$ cat src/rtl/cmp_pkg.sv
// Shared encodings for the serial comparator: result codes and FSM states.
package cmp_pkg;

  localparam logic [1:0] CMP_EQ = 2'b00;
  localparam logic [1:0] CMP_GT = 2'b01;
  localparam logic [1:0] CMP_LT = 2'b10;

  typedef enum logic [1:0] {
    ST_IDLE = 2'd0,
    ST_BUSY = 2'd1,
    ST_DONE = 2'd2
  } state_t;

  function automatic logic [1:0] cmp_encode(input logic gt, input logic lt);
    if (gt)      return CMP_GT;
    else if (lt) return CMP_LT;
    else         return CMP_EQ;
  endfunction

endpackage

$ cat src/rtl/cmp_chunk.sv
// Combinational unsigned compare of one CHUNK-bit slice; flip_msb inverts both MSBs
// so that the top slice of a two's-complement operand orders correctly.
module cmp_chunk #(
  parameter int CHUNK = 4
) (
  input  logic [CHUNK-1:0] a,
  input  logic [CHUNK-1:0] b,
  input  logic             flip_msb,
  output logic             gt,
  output logic             lt
);

  logic [CHUNK-1:0] a_m;
  logic [CHUNK-1:0] b_m;

  always_comb begin
    a_m = a;
    b_m = b;
    a_m[CHUNK-1] = a[CHUNK-1] ^ flip_msb;
    b_m[CHUNK-1] = b[CHUNK-1] ^ flip_msb;
  end

  assign gt = (a_m > b_m);
  assign lt = (a_m < b_m);

endmodule

$ cat src/rtl/serial_comparator.sv
// MSB-first multi-cycle signed/unsigned comparator, CHUNK bits per cycle, start/busy/done handshake.
// SERIAL_CMP_EARLY_EXIT_EN: stop on first differing chunk; otherwise fixed NCHUNK-cycle scan.
module serial_comparator
  import cmp_pkg::*;
#(
  parameter int WIDTH = 16,
  parameter int CHUNK = 4
) (
  input  logic             clk,
  input  logic             rst,
  input  logic             start,
  input  logic             signed_mode,
  input  logic [WIDTH-1:0] in1,
  input  logic [WIDTH-1:0] in2,
  output logic             busy,
  output logic             done,
  output logic [1:0]       result
);

  localparam int NCHUNK = WIDTH / CHUNK;
  localparam int IDXW   = (NCHUNK > 1) ? $clog2(NCHUNK) : 1;
  localparam logic [IDXW-1:0] IDX_TOP = IDXW'(NCHUNK - 1);

  state_t           state;
  state_t           state_nxt;
  logic [IDXW-1:0]  idx;
  logic [WIDTH-1:0] a_q;
  logic [WIDTH-1:0] b_q;
  logic             smode_q;
  logic [1:0]       result_q;
`ifndef SERIAL_CMP_EARLY_EXIT_EN
  logic             decided;
`endif

  logic [CHUNK-1:0] a_chunk;
  logic [CHUNK-1:0] b_chunk;
  logic             flip;
  logic             gt;
  logic             lt;
  logic             diff;
  logic             last;

  // Chunk-select mux over the latched operands
  always_comb begin
    a_chunk = '0;
    b_chunk = '0;
    for (int i = 0; i < NCHUNK; i++) begin
      if (idx == IDXW'(i)) begin
        a_chunk = a_q[i*CHUNK +: CHUNK];
        b_chunk = b_q[i*CHUNK +: CHUNK];
      end
    end
  end

  assign flip = smode_q && (idx == IDX_TOP);
  assign diff = gt | lt;
  assign last = (idx == '0);

  cmp_chunk #(.CHUNK(CHUNK)) u_chunk (
    .a        (a_chunk),
    .b        (b_chunk),
    .flip_msb (flip),
    .gt       (gt),
    .lt       (lt)
  );

  always_comb begin
    state_nxt = state;
    case (state)
      ST_IDLE: if (start) state_nxt = ST_BUSY;
`ifdef SERIAL_CMP_EARLY_EXIT_EN
      ST_BUSY: if (diff || last) state_nxt = ST_DONE;
`else
      ST_BUSY: if (last) state_nxt = ST_DONE;
`endif
      ST_DONE: state_nxt = ST_IDLE;
      default: state_nxt = ST_IDLE;
    endcase
  end

  always_ff @(posedge clk) begin
    if (rst) state <= ST_IDLE;
    else     state <= state_nxt;
  end

  always_ff @(posedge clk) begin
    if (rst) begin
      idx      <= IDX_TOP;
      a_q      <= '0;
      b_q      <= '0;
      smode_q  <= 1'b0;
      result_q <= CMP_EQ;
`ifndef SERIAL_CMP_EARLY_EXIT_EN
      decided  <= 1'b0;
`endif
    end else begin
      case (state)
        ST_IDLE: begin
          if (start) begin
            a_q     <= in1;
            b_q     <= in2;
            smode_q <= signed_mode;
            idx     <= IDX_TOP;
`ifndef SERIAL_CMP_EARLY_EXIT_EN
            decided <= 1'b0;
`endif
          end
        end
        ST_BUSY: begin
`ifdef SERIAL_CMP_EARLY_EXIT_EN
          if (diff)      result_q <= cmp_encode(gt, lt);
          else if (last) result_q <= CMP_EQ;
          else           idx      <= idx - IDXW'(1);
`else
          // Sticky decision: only the first differing chunk may write the result
          if (!decided && diff) begin
            result_q <= cmp_encode(gt, lt);
            decided  <= 1'b1;
          end
          if (last) begin
            if (!decided && !diff) result_q <= CMP_EQ;
          end else begin
            idx <= idx - IDXW'(1);
          end
`endif
        end
        default: ;
      endcase
    end
  end

  assign busy   = (state != ST_IDLE);
  assign done   = (state == ST_DONE);
  assign result = result_q;

endmodule
$ cat config.mk
export PLATFORM = sky130hd
export DESIGN_NAME = serial_comparator
export DESIGN_NICKNAME = d
export VERILOG_FILES = /design/src/rtl/cmp_pkg.sv /design/src/rtl/cmp_chunk.sv /design/src/rtl/serial_comparator.sv
export SDC_FILE = /design/constraint.sdc
export NUM_CORES = 1
export LEC_CHECK = 0
export CORE_MARGIN = 3
export CORE_UTILIZATION = 45
export DETAILED_ROUTE_END_ITERATION = 7
export PLACE_DENSITY = 0.78
export SLEW_MARGIN = 20
export SYNTH_ARGS = -nofsm -noshare
export SYNTH_HDL_FRONTEND = slang
export SYNTH_HIERARCHICAL = 1
export SYNTH_SLANG_ARGS = --single-unit
$ cat constraint.sdc
create_clock -name clk -period 3.61 [get_ports clk]
set_input_delay 0.5415 -clock clk [delete_from_list [all_inputs] [get_ports clk]]
set_output_delay 0.5415 -clock clk [all_outputs]
set_load 0.02 [all_outputs]
==> results of run 1 <==
metal layers:
layer	vias up	wire length, µm	track usage, %	share of wire, %
met4	0	73	7.31	1.7
met5	-	0	0	0
met1	825	1990	20.8	47
met2	37	2010	30.1	47
met3	7	177	3.46	4.2
li1	900	-	-	-
cells in the final DEF (no fill, tap or decap):
cell	Yosys	final
nand2_1	78	78
a21oi_1	53	53
dfxtp_1	40	40
clkdlybuf4s50_1	0	39
inv_1	14	14
o21ai_0	10	10
a22o_1	8	8
ha_1	8	8
nor2_1	6	6
clkbuf_8	0	6
and2_1	2	2
nor3b_1	2	2
clkinv_2	0	2
buf_4	3	2
or2_2	1	1
and2b_2	1	1
and4bb_2	1	1
nor3b_4	1	1
a32oi_1	1	1
or3b_2	0	1
or3b_1	2	1
nand3b_1	1	1
or4b_1	1	1
nor4_1	1	1
a31oi_1	1	1
xor2_1	1	1
nor2b_4	1	1
o21bai_1	1	1
a2bb2oi_1	1	1
xnor2_1	1	1
flip-flops by register name, indices dropped and copies added (netlist names):
signal	count
decided	1
a_q	16
b_q	16
idx	2
smode_q	1
state	2
result	2
cells by family (layout without fill, tap and decap cells):
logic type                 after synthesis  count (layout)  share of synthesized area, %
xor gates and xnor gates                 2               2                         0.893
buffers and inverters                   32              63                          9.31
DFF                                     40              40                          40.8
AOI/OAI and AO/OA                       75              75                          21.2
and+or+nand+nor                         98              98                          22.6
adders and majority gates                8               8                          5.10
through the flow:
step                cells  hold slack (ns)  total power [mW]  worst slack [ns]  util [%]
finish                336            0.456              1.01             0.513      58.1
global route          336            0.480              1.06             0.188      58.1
CTS                   336            0.460              1.01             0.532      58.1
detailed placement    328            0.450             0.717             0.559      55.9
global placement      328            0.444             0.711             0.737      55.9
floorplan             255            0.432             0.649             0.851         -
worst reg2reg max path, stage by stage, from the launching register on:
cell       delay [ns]
dfxtp_1          0.41
inv_1            0.09
ha_1             0.39
a21oi_1          0.18
o21ai_0          0.10
a22o_1           0.20
xor2_1           0.14
ha_1             0.30
nand2_1          0.08
o21bai_1         0.17
a2bb2oi_1        0.25
nor2_1           0.07
or4b_1           0.48
a21oi_1          0.15
where the power goes:
| part | switching, mW | total (mW) | internal [mW] |
|---|---|---|---|
| clock network | 0.148 | 0.301 | 0.152 |
| registers | 0.0201 | 0.491 | 0.471 |
| logic | 0.109 | 0.218 | 0.109 |
area by class of cell:
type / instances / area (µm²) / share of cell area (%)
Multi-Input combinational cell: 183 / 978 / 40.9
Sequential cell: 40 / 801 / 33.5
Timing Repair Buffer: 41 / 405 / 16.9
Clock buffer: 6 / 82.6 / 3.45
Tap cell: 50 / 62.6 / 2.62
Inverter: 14 / 52.6 / 2.20
Clock inverter: 2 / 10.0 / 0.418
worst max-delay path by stage:
stage | endpoint | cells past startpoint | startpoint | slack [ns]
6_report | decided | 13 | idx[0] | 0.51
5_1_grt | decided | 13 | idx[0] | 0.19
4_1_cts | decided | 13 | idx[0] | 0.53
3_5_place_dp | decided | 13 | idx[0] | 0.56
3_3_place_gp | decided | 13 | idx[0] | 0.74
2_1_floorplan | decided | 14 | idx[0] | 0.85
==> flow_metrics.tcl, run 1 <==
set metrics [dict create \
    run_status "finished clean" \
    num_vias 1769 \
    wirelength_mm 4.25 \
    via_per_inst 5.26 \
    final_cell_area_um2 2390 \
    io_pins 40 \
    end_kind "flop" \
    drv_slew 0 \
    worst_setup_path_start_kind "flop" \
    clock.fmax_mhz 323 \
    clockBufferDepth 2 \
    maxSlewHeadroom_pct 46.1 \
    seq_area_frac_synth_pct 40.8 \
    hold_path_class "flop to flop" \
    pwr_density_cell_nw_per_um2 422 \
    grt_first_pass_wirelength_mm 7.13 \
    fp-row-count 23 \
    cts_root_buf "clkbuf_8" \
    period_minus_slack_ns 3.10 \
    async_flop_share_pct 0 \
    critPathKind "flop to flop" \
    fill_cells 401 \
    cts_resized 0 \
    cts_setup_buffers 0 \
    synth_top_cell_area_share_pct 40.8 \
    dr.pass1.iters 4 \
    syn_area_per_cell_um2 7.69 \
    synth.area.top_cells "dfxtp_1 41%, nand2_1 15%, a21oi_1 14%" \
    reg2reg_slack_ns 0.51 \
    coreArea_um2 4120 \
    cts_buffers 5 \
    tritoncts_num_sinks 40 \
    max_cap_viol_count 0 \
    rr_worst_depth 13 \
    cts_hold_buf 0 \
    crit_family "compound AO/OA/AOI/OAI gates" \
    dieArea_um2 5190 \
    fin_tns_setup_ns 0 \
    grt_util_all_layers_pct 17.3 \
    rr_startpoint "idx[0]" \
    synthCells 255 \
    post-route-period-util_pct 85.8 \
    portBuffers 39 \
    dpl-instance-area_um2 2300 \
    crit_required_ns 3.81 \
    crit_fanout 16 \
    drc 0 \
    min_to "a_q[8]" \
    synth.most_common_cell "nand2_1" \
    grt-ovfl-total 0 \
    synthDistinctLibCells 30 \
    drive_gt1_share_pct 5.59 \
    grt_pass1_vias 1677 \
    start_util_pct 47.7 \
    cts_tree "done" \
    clk_pin_slew_ns 0.07 \
    wire_per_inst_um 12.7 \
    diodes 0 \
    finClkSkew_ns 0.00387 \
    die-width_um 72.0 \
    yosysWarningCount 6 \
    antenna_left 0 \
    cp_slowest_cell "or4b_1" \
    ys.flop_type "dfxtp_1" \
    synth_top_area_cell "dfxtp_1" \
    worstPathArrival_ns 3.30 \
    syn_area_um2 1960 \
    grt_max_degree 35 \
    r2r-end "decided" \
    ir_drop_mv 0.261 \
    synth.net_count 299 \
    cp_cell_sequence "inv_1 > ha_1 > a21oi_1 > o21ai_0 > a22o_1 > xor2_1 > ha_1 > nand2_1 > o21bai_1 > a2bb2oi_1 > nor2_1 > or4b_1 > a21oi_1" \
    nets 329 \
    drt_iter0_markers 84 \
    gp_congestion 0.824 \
    rsz0062_at_grt "false" \
    worstSkewPairLatency_ns 0.29 \
    critPathMaxStageDelay_ns 0.48 \
    fp.dieH_um 72.0 \
    antenna_found_initial 0 \
    htreeDepth 2 \
    hold_path_startpoint "a_q[8]" \
    critPathBufInv 1 \
    setup_violations 0 \
    tightest_slew_ns 0.807 \
    worst_hold_path.num_cells 2 \
    ys_top_cells_by_count "78 x nand2_1, 53 x a21oi_1, 40 x dfxtp_1, 14 x inv_1, 10 x o21ai_0" \
    synth-seq-cells 40 \
    hpwlAfterDp_mm 3.00 \
    synth_edf_count 0 \
    leakagePower_nw 0.935 \
    area_growth_pct 21.9 \
    hold_viol_final 0 \
]
No activity file was read; power rests on OpenSTA's default activity.
==> run 2: changes to the inputs <==
--- a/config.mk
+++ b/config.mk
@@ -9,6 +9,7 @@
 export CORE_UTILIZATION = 45
 export DETAILED_ROUTE_END_ITERATION = 7
 export PLACE_DENSITY = 0.78
+export RECOVER_POWER = 100
 export SLEW_MARGIN = 20
 export SYNTH_ARGS = -nofsm -noshare
 export SYNTH_HDL_FRONTEND = slang
==> run 2 against run 1 <==
Compared with the run above:
- final cell count is the same
- hold slack is essentially flat
- sequential cell count is the same
- clock skew is essentially flat
- via count is the same
- core utilization shrank 0.091 points
- clock-buffer cell count is the same
- critical path depth is the same
==> flow_metrics.tcl, run 2 (synthesis gave the netlist of run 1 again) <==
set metrics [dict create \
    portBuffers 39 \
    drive_gt1_share_pct 4.90 \
    grt_util_all_layers_pct 17.3 \
    fin_tns_setup_ns 0 \
    clockBufferDepth 2 \
    diodes 0 \
    drv_slew 0 \
    tritoncts_num_sinks 40 \
    dieArea_um2 5190 \
    maxSlewHeadroom_pct 26.2 \
    hpwlAfterDp_mm 3.00 \
    run_status "finished clean" \
    start_util_pct 47.7 \
    switchingPower_uw 277 \
    gp_congestion 0.824 \
    fin_ws_ns 0.515 \
    drt_iter0_markers 81 \
    cts_resized 0 \
    worstPathArrival_ns 3.31 \
    hold_viol_final 0 \
    comb_power_share_pct 21.3 \
    htreeDepth 2 \
    finClkSkew_ns 0.00377 \
    whs_ns 0.456 \
    top_regs "a_q: 16 flops, b_q: 16 flops" \
    power_frac_seq_pct 48.8 \
    ir_drop_mv 0.261 \
    post-route-period-util_pct 85.7 \
    antenna_left 0 \
    grt_pass1_vias 1677 \
    hold_path_class "flop to flop" \
    fin_util_pct 58.0 \
    crit_fanout 16 \
    cts_hold_buf 0 \
    dpl_worst_slack_ns 0.559 \
    cts_tree "done" \
    final_cell_mix "78 x nand2_1, 53 x a21oi_1, 40 x dfxtp_1" \
    wire_per_inst_um 12.6 \
    num_vias 1769 \
    drc 0 \
    cts_root_buf "clkbuf_8" \
    fp.dieH_um 72.0 \
    clk_pin_slew_ns 0.07 \
    grt_max_degree 35 \
    pwr_density_cell_nw_per_um2 421 \
    p_clk_share_pct 29.8 \
    via_per_inst 5.26 \
    area_growth_pct 21.7 \
    grt_first_pass_wirelength_mm 7.13 \
    rsz0062_at_grt "false" \
    max_cap_viol_count 0 \
    grt-ovfl-total 0 \
    dr.pass1.iters 4 \
    worst_setup_path_start_kind "flop" \
    swShare_pct 27.5 \
    io_pins 40 \
    clock.fmax_mhz 323 \
    worstSkewPairLatency_ns 0.28 \
    wirelength_mm 4.22 \
    leakagePower_nw 0.944 \
    critPathKind "flop to flop" \
    reg2reg_slack_ns 0.52 \
    cts_setup_buffers 0 \
    die-width_um 72.0 \
    period_minus_slack_ns 3.09 \
    cts_buffers 5 \
    nets 329 \
    antenna_found_initial 0 \
    p_int_uw 729 \
    coreArea_um2 4120 \
    crit_required_ns 3.82 \
    tightest_slew_ns 1.11 \
    setup_violations 0 \
    end_kind "flop" \
    fp-row-count 23 \
    final_common_cell "nand2_1" \
]
-- run 2: changes by cell type in the layout (fill, tap and decap cells not counted) --
cell	previous run	this run
clkdlybuf4s50_1	39	33
dlygate4sd3_1	0	6
and2_0	0	1
and2_1	2	1
buf_4	2	1
clkbuf_1	0	1
or3b_1	1	2
or3b_2	1	0
-- run 2: power groups by stage --
stage / Combinational, mW / Clock [mW] / Sequential, mW
2_1_floorplan: 0.151 / 0 / 0.499
3_3_place_gp: 0.211 / 0 / 0.500
4_1_cts: 0.218 / 0.304 / 0.492
3_5_place_dp: 0.216 / 0 / 0.501
6_report: 0.214 / 0.300 / 0.491
5_1_grt: 0.242 / 0.323 / 0.495
-- run 2: worst max-delay path, cell delays in order, from the launching register on --
cell and delay [ns]:
dfxtp_1 0.41, inv_1 0.09, ha_1 0.39, a21oi_1 0.18
o21ai_0 0.10, a22o_1 0.20, xor2_1 0.14, ha_1 0.30
nand2_1 0.08, o21bai_1 0.17, a2bb2oi_1 0.25, nor2_1 0.07
or4b_1 0.48, a21oi_1 0.15
-- run 2: layout make-up --
class | count | area (µm²)
clock inverter | 2 | 10.0
clock buffer | 6 | 82.6
tap | 50 | 62.6
fill | 403 | 1730
inverter | 14 | 52.6
multi-input combinational | 183 | 978
timing repair buffer | 41 | 402
sequential | 40 | 801
-- run 2: metrics by stage --
stage	power [mW]	instances	instance area, µm²
CTS	1.01	336	2390
finish	1.01	336	2390
global placement	0.711	328	2300
detailed placement	0.717	328	2300
floorplan	0.649	255	1960
global route	1.06	336	2390
-- run 2: layer usage --
metal / share of wire [%] / global-route usage (%)
met2: 48 / 30.1
met5: 0 / 0
met1: 46 / 20.8
met3: 4.2 / 3.46
met4: 1.7 / 7.31
-- run 2: path summary, 6_finish.rpt --
| kind | to | cells past startpoint | startpoint |
|---|---|---|---|
| min reg2reg | a_q[8] | 2 | a_q[8] |
| max | decided | 13 | idx[0] |
| min | a_q[8] | 2 | a_q[8] |
| max reg2reg | decided | 13 | idx[0] |
